File: src/rtl/freq_count_latch.sv
`default_nettype none
// ============================================================================
// Module   : freq_count_latch
// Purpose  : Measurement half of the frequency meter. Counts rising edges of
//            FSIN in BCD while CNT_EN is high, clears on RST_CNT and latches
//            the running count into DOUT/OVF on a rising edge of LOAD.
// Ports    : CLK      - system clock, all state updates on rising edge
//            RST      - synchronous active-high reset
//            FSIN     - signal under test (asynchronous)
//            CNT_EN   - count gate, level (asynchronous)
//            RST_CNT  - count/overflow clear, level (asynchronous)
//            LOAD     - rising edge latches count into DOUT (asynchronous)
//            DOUT     - latched BCD result, digit 0 in bits [3:0]
//            OVF      - latched sticky overflow flag
//            VALID    - one-cycle pulse when DOUT/OVF update
// Revision : 1.0 - initial release
// ============================================================================
module freq_count_latch #(
  parameter int DIGITS = 8
) (
  input  logic                  CLK,
  input  logic                  RST,
  input  logic                  FSIN,
  input  logic                  CNT_EN,
  input  logic                  RST_CNT,
  input  logic                  LOAD,
  output logic [4*DIGITS-1:0]   DOUT,
  output logic                  OVF,
  output logic                  VALID
);

  localparam int c_cnt_w = 4 * DIGITS;

  // --------------------------------------------------------------------------
  // Input synchronizers. FSIN and LOAD carry an extra delay flop so a rising
  // edge can be detected one cycle after the second sync stage.
  // --------------------------------------------------------------------------
  logic r_fsin_s1, r_fsin_s2, r_fsin_d;
  logic r_en_s1,   r_en_s2;
  logic r_rc_s1,   r_rc_s2;
  logic r_load_s1, r_load_s2, r_load_d;

  always_ff @(posedge CLK) begin
    if (RST) begin
      r_fsin_s1 <= 1'b0;
      r_fsin_s2 <= 1'b0;
      r_fsin_d  <= 1'b0;
      r_en_s1   <= 1'b0;
      r_en_s2   <= 1'b0;
      r_rc_s1   <= 1'b0;
      r_rc_s2   <= 1'b0;
      // LOAD chain resets high so a LOAD held high through reset does not
      // look like a fresh rising edge afterwards.
      r_load_s1 <= 1'b1;
      r_load_s2 <= 1'b1;
      r_load_d  <= 1'b1;
    end else begin
      r_fsin_s1 <= FSIN;
      r_fsin_s2 <= r_fsin_s1;
      r_fsin_d  <= r_fsin_s2;
      r_en_s1   <= CNT_EN;
      r_en_s2   <= r_en_s1;
      r_rc_s1   <= RST_CNT;
      r_rc_s2   <= r_rc_s1;
      r_load_s1 <= LOAD;
      r_load_s2 <= r_load_s1;
      r_load_d  <= r_load_s2;
    end
  end

  logic w_fsin_edge;
  logic w_load_edge;

  // CNT_EN/RST_CNT are used straight from sync stage 2, which lines them up
  // with the FSIN edge pulse (also derived from stage 2), preserving gate
  // timing relative to the measured signal.
  assign w_fsin_edge = r_fsin_s2 & ~r_fsin_d;
  assign w_load_edge = r_load_s2 & ~r_load_d;

  // --------------------------------------------------------------------------
  // BCD increment: ripple carry across digits. w_carry[i] means digit i
  // receives +1; a digit at 9 wraps to 0 and passes the carry upward.
  // --------------------------------------------------------------------------
  logic [c_cnt_w-1:0] r_cnt;
  logic               r_ovf;
  logic [c_cnt_w-1:0] w_cnt_inc;
  logic [DIGITS:0]    w_carry;

  assign w_carry[0] = 1'b1;

  genvar gi;
  generate
    for (gi = 0; gi < DIGITS; gi++) begin : g_digit
      logic [3:0] w_nib;
      logic       w_is9;

      assign w_nib = r_cnt[4*gi +: 4];
      assign w_is9 = (w_nib == 4'd9);

      assign w_cnt_inc[4*gi +: 4] = !w_carry[gi] ? w_nib :
                                    (w_is9 ? 4'd0 : w_nib + 4'd1);
      assign w_carry[gi+1]        = w_carry[gi] & w_is9;
    end
  endgenerate

  // --------------------------------------------------------------------------
  // Running count. Clear has priority over counting; carry out of the top
  // digit leaves the count at zero (w_cnt_inc is all zeros then) and sets
  // the sticky overflow flag.
  // --------------------------------------------------------------------------
  always_ff @(posedge CLK) begin
    if (RST) begin
      r_cnt <= '0;
      r_ovf <= 1'b0;
    end else if (r_rc_s2) begin
      r_cnt <= '0;
      r_ovf <= 1'b0;
    end else if (r_en_s2 && w_fsin_edge) begin
      r_cnt <= w_cnt_inc;
      if (w_carry[DIGITS]) begin
        r_ovf <= 1'b1;
      end
    end
  end

  // --------------------------------------------------------------------------
  // Output latch. Samples the registered count, so a same-cycle clear or
  // increment is not visible in the latched value.
  // --------------------------------------------------------------------------
  always_ff @(posedge CLK) begin
    if (RST) begin
      DOUT  <= '0;
      OVF   <= 1'b0;
      VALID <= 1'b0;
    end else begin
      VALID <= w_load_edge;
      if (w_load_edge) begin
        DOUT <= r_cnt;
        OVF  <= r_ovf;
      end
    end
  end

endmodule
`default_nettype wire

File: config.mk
export PLATFORM = sky130hd
export DESIGN_NAME = freq_count_latch
export DESIGN_NICKNAME = d
export VERILOG_FILES = /design/src/rtl/freq_count_latch.sv
export SDC_FILE = /design/constraint.sdc
export NUM_CORES = 1
export LEC_CHECK = 0
export ABC_AREA = 1
export CAP_MARGIN = 20
export CORE_ASPECT_RATIO = 1.4
export CORE_MARGIN = 1.5
export CORE_UTILIZATION = 50
export DETAILED_ROUTE_END_ITERATION = 8
export GPL_TIMING_DRIVEN = 0
export PLACE_DENSITY = 0.75
export SLEW_MARGIN = 20
export SYNTH_ARGS = -nofsm -noshare
export SYNTH_HDL_FRONTEND = slang
export SYNTH_SLANG_ARGS = --single-unit
File: constraint.sdc
create_clock -name CLK -period 2.5 [get_ports CLK]
set_input_delay 0.25 -clock CLK [delete_from_list [all_inputs] [get_ports CLK]]
set_output_delay 0.25 -clock CLK [all_outputs]
set_load 0.1 [all_outputs]
# After elaboration in Yosys (flattened, before gate mapping)
# Index checks and enable logic that the tools add are counted.
# totals
regBits	77
in_bits	6
output_inout_bits	34
elab_cells	67
# op_classes
n_addsub	8
eq_ne	8
mux	8
bitwise_logic	11
n_reduce_logical	10
# op_table
cell	n
adder 4 x 1 -> 4 bit (second input constant)	8
== test 4 bit (second input constant)	8
two-way mux 4 bit	8
AND reduction 2 bit	8
bitwise AND 1 bit	9
inverter 1 bit	2
OR reduction 2 bit	1
logical AND 1 bit	1

# Longest topological paths before layout
# logic_depth
depth_word	9
depth_mapped	11
depth_no_buf	11

# Least setup slack after synthesis
# Ideal clock, no wire load.
# synth_timing
path_type	register -> register
start	register r_fsin_s2
end	register r_cnt[29]
setup_ns	0.114
arrival_time_ns	1.260
slack_ns	1.127
stages_incl_launch_ff	10
period_less_slack_ns	1.373
cell_sequence	dfxtp_1 > nand2_2 > nor2_8 > nand3_4 > nor2_8 > nand2_4 > nor2_8 > nand3_1 > nand3_1 > nand2_1
# synth_via
elab_chain_len	3
# synth_lines
element	line_no	rtl
start: declaration	38	logic r_fsin_s1, r_fsin_s2, r_fsin_d;
start signal: assignment	59	r_fsin_s2 <= r_fsin_s1;
bitwise AND 1 bit	77	assign w_fsin_edge = r_fsin_s2 & ~r_fsin_d;
logical AND 1 bit	118	end else if (r_en_s2 && w_fsin_edge) begin
AND reduction 2 bit (no line)	n/a	
end signal: assignment	119	r_cnt <= w_cnt_inc;
end: declaration	84	logic [c_cnt_w-1:0] r_cnt;
# Every way passes these cells.
# A chain may end at the register's enable or synchronous reset.

# Worst setup path after layout
# layout_timing
start	register OVF
end	output OVF
# layout_lines
element	line_no	rtl
start: declaration	28	output logic OVF,
start signal: assignment	139	OVF <= r_ovf;
# No word-level cell between the ends.

==> run summary <==
The run finished with clean final reports. The number of buffers inserted by hold repair at cts was 0; the timing-limited maximum frequency was 477 MHz. Clock slew at the register clock pins of the worst setup and hold paths: 0.07 ns.

The worst setup path is of the flip-flop to output pin kind. The tools report the critical path startpoint category as a flip-flop. Across the VDD grid, the largest voltage drop is 0.439 mV. The sequential share of the synthesized area is 0.503. The tools report the launch point of the worst reg-to-reg path as r_load_s2$_SDFF_PP1_.

The die covers 6610 um2. Area fraction in and, or, nand and nor cells after synthesis: 0.258. Summing all placed instances gives a cell area of 3540 um2.

Worst slew slack as a fraction of its limit: 0.348. The remaining antenna violation count after routing came out at 0. After global routing, the most crowded layer is met2. Input and output buffers added on the ports amount to 39. The tools report the weighted congestion at the end of routability-driven global placement as 0.839.

When the netlist entered floorplanning its net count stood at 410. The proportion of synthesized area in mux cells is 0, and the final hold violation count is 0. Summed over all nets, the half-perimeter wirelength after detailed placement is 4.97 mm.

The run gives 0 as the detailed-route DRC error count. The run gives 4 as the length of the first detailed-routing pass in iterations. The clock reaches the later pin of the worst-skew pair after 0.35 ns. The run gives 0 as the yosys synthesis warning count.

The number of max-cap violations was 0; the post-synthesis average cell area was 7.58 um2. Startpoint of the tightest hold check path: r_fsin_s1$_SDFF_PP0_. The number of DRC markers in iteration 0 was 168. Of all nets on the critical path, the largest fanout is 2.

The logs give 2.25 ns for the required time at the endpoint of the critical path and 0.425 for the routing usage on met2. The reg-to-reg setup timing slack is 0.79 ns. TritonCTS built the clock tree. At the pin with the least slew margin, the transition time is 0.975 ns. The clock passes through at most 2 buffers. The netlist uses 25 different library cells.

The final worst-path cycle share was 0.838; the number of inserted filler cells in the final layout was 523. After synthesis, the largest family of logic cells by area is simple AND/OR/NAND/NOR gates. The largest registers in the layout are DOUT (32), r_cnt (32). The power density of the placed cells was 678 nW/um2; the aggregate negative setup slack was 0 ns. In the final design database the tool counted 460 nets.

The average via count per standard cell is 5.21. Hold path depth: 2. The post-synthesis share of cell area spent on xor and xnor gates came out at 0.0143. In this run the standard cell core region covers 5900 um2. The proportion of layout cells with a drive suffix above 1 was 0.0697; the initial core utilization was 0.519.

The endpoint identified for the worst register-to-register timing path is DOUT[8]$_SDFFE_PP0P_. Relative area change from synthesis to final layout: 23.0%. Summed over all cells, the static leakage comes to 1.48 nW. Number of antenna violations at the first check in global routing: 0. The number of cells produced by synthesis was 404; the max-slew violation count was 0. After routing the design area is 3770 um2. Setup repair after global routing left no endpoint under its margin. The first global-routing pass estimated 11.8 mm of wire.

The non-filler instance count after layout is 529. The post-synthesis compound-gate area fraction was 0.147. Counting the buffers created by CTS gives 9. The total of flip-flops plus latches after synthesis came out at 77. The tools report the arrival time reported for the critical path endpoint as 1.85 ns. In this run the worst hold path is classified as flip-flop to flip-flop. The clock net in this run drives a total of 77 sinks.

The logs give 2678 for the via count of the first global-routing pass and 0 for the number of instances resized during post-cts repair. The adder and majority cell fraction of the synthesized area works out to 0. Root cell of the clock tree: sky130_fd_sc_hd__clkbuf_8. The chip width is 69.2 um, and the total setup buffers inserted after CTS is 0. Measured along the y axis, the die boundary spans 95.6 um.

Hold timing on the final database bottoms out at a slack of 0.407 ns. The all-layer global routing usage is 0.228, and the maximum level of the CTS H-tree is 3. The total number of placement rows was 33; the final wirelength was 7.10 mm.

The worst path needs 2.10 ns of the cycle, external delays included. The family of cells with the greatest summed delay on the critical path is buffers and inverters. The maximum single-stage delay on the critical path came out at 1.14 ns.

The count of boundary I/O pins is 40. The worst setup path is captured at an output pin. Global routing finished with a remaining overflow of 0. For hold timing, the worst endpoint is r_fsin_s2$_SDFF_PP0_.

In this run the cell area of the synthesized design comes to 3060 um2. Entering global routing, the biggest net connects 13 pins. Detailed routing inserted a total of 2754 vias. For the met1 track demand over resource in global routing, the log shows 0.252.

The number of buffer and inverter instances along the worst setup path came out at 1. The logs give 0.0381 for the routing usage on met3 and 0.638 for the post-route core utilization. The number of cells on the worst reg-to-reg path is 5. The run gives 513 as the placed instance count. The final clock skew was 0.00760 ns. The average wire per standard cell works out to 13.4 um. The setup violation total in the final timing report was 0. The signal on the critical path passes through clkdlybuf4s50_1. Master of the slowest instance on the critical path: sky130_fd_sc_hd__clkdlybuf4s50_1. 0 antenna diodes ended up in the layout.
cell usage after synthesis:
library cell | n | area share
sky130_fd_sc_hd__nor2_4 | 1 | 0.0037
sky130_fd_sc_hd__nand4_1 | 5 | 0.010
sky130_fd_sc_hd__nand3b_1 | 1 | 0.0025
sky130_fd_sc_hd__nand3_1 | 16 | 0.026
sky130_fd_sc_hd__inv_2 | 1 | 0.0012
sky130_fd_sc_hd__a211oi_1 | 1 | 0.0025
sky130_fd_sc_hd__nor2_8 | 3 | 0.020
sky130_fd_sc_hd__a21oi_1 | 41 | 0.067
sky130_fd_sc_hd__a31oi_1 | 1 | 0.0020
sky130_fd_sc_hd__nand2_1 | 54 | 0.066
sky130_fd_sc_hd__clkbuf_1 | 12 | 0.015
sky130_fd_sc_hd__xor2_1 | 5 | 0.014
sky130_fd_sc_hd__nand3_4 | 1 | 0.0057
sky130_fd_sc_hd__or2_1 | 1 | 0.0020
sky130_fd_sc_hd__or2_2 | 2 | 0.0041
sky130_fd_sc_hd__nand2_2 | 2 | 0.0041
sky130_fd_sc_hd__nor2_2 | 6 | 0.012
sky130_fd_sc_hd__inv_1 | 49 | 0.060
sky130_fd_sc_hd__nor3_1 | 8 | 0.013
sky130_fd_sc_hd__dfxtp_1 | 77 | 0.50
sky130_fd_sc_hd__nand2_4 | 1 | 0.0037
sky130_fd_sc_hd__buf_1 | 1 | 0.0012
sky130_fd_sc_hd__nor2_1 | 69 | 0.085
sky130_fd_sc_hd__o21ai_0 | 45 | 0.074
sky130_fd_sc_hd__o211ai_1 | 1 | 0.0025
cell families (layout without fill, tap and decap cells):
| logic type | count (synthesis) | in the layout |
|---|---|---|
| flip-flops | 77 | 77 |
| AO/OA/AOI/OAI | 89 | 89 |
| AND/OR/NAND/NOR | 170 | 170 |
| XOR/XNOR | 5 | 5 |
| buffers and inverters | 63 | 118 |
layout make-up:
type / count / area, um2 / share of cell area
Sequential cell: 77 / 1540 / 0.409
Multi-Input combinational cell: 264 / 1280 / 0.341
Timing Repair Buffer: 39 / 390 / 0.104
Clock buffer: 12 / 155 / 0.0412
Tap cell: 70 / 87.6 / 0.0233
Inverter: 50 / 188 / 0.0498
Clock inverter: 4 / 70.1 / 0.0186
Buffer: 13 / 48.8 / 0.0130
worst max-delay path by stage:
| stage | startpoint | end | slack [ns] | depth (start not counted) |
|---|---|---|---|---|
| floorplan | r_fsin_s2$_SDFF_PP0_ | r_cnt[29]$_SDFFE_PP0P_ | 1.13 | 9 |
| global placement | RST | r_cnt[10]$_SDFFE_PP0P_ | 0.56 | 5 |
| detailed placement | RST | r_cnt[10]$_SDFFE_PP0P_ | 0.51 | 5 |
| CTS | OVF$_SDFFE_PP0P_ | OVF | 0.39 | 1 |
| global route | DOUT[18]$_SDFFE_PP0P_ | DOUT[18] | 0.37 | 1 |
| finish | OVF$_SDFFE_PP0P_ | OVF | 0.40 | 1 |
per-stage QoR:
stage	power [mW]	setup slack [ns]
after global placement	1.53	0.559
after CTS	2.56	0.390
final	2.55	0.405
after global routing	2.62	0.370
after floorplan	1.47	1.13
after detailed placement	1.53	0.507
power by group:
group / leakage, nW / switching [mW] / internal [mW]
clock: 0.116 / 0.434 / 0.614
combinational: 0.741 / 0.189 / 0.0548
sequential: 0.624 / 0.0111 / 1.25
per-layer routing:
metal | routed length [um] | part of all wire
met5 | 0 | 0
met2 | 3750 | 0.53
met3 | 245 | 0.035
met4 | 147 | 0.021
met1 | 2960 | 0.42
placed cells by master (no fill, tap or decap), drive strengths merged:
cell and n:
xor2 5, bufinv 2, nand3b 1, nor2 79, inv 50, nand4 5
or2 3, nor3 8, o211ai 1, o21ai 45, clkinv 2, buf 1
nand3 17, clkdlybuf4s50 39, a31oi 1, a211oi 1, clkbuf 24, a21oi 41
dfxtp 77, nand2 57
Note: power is estimated with default switching activity, not from simulation.
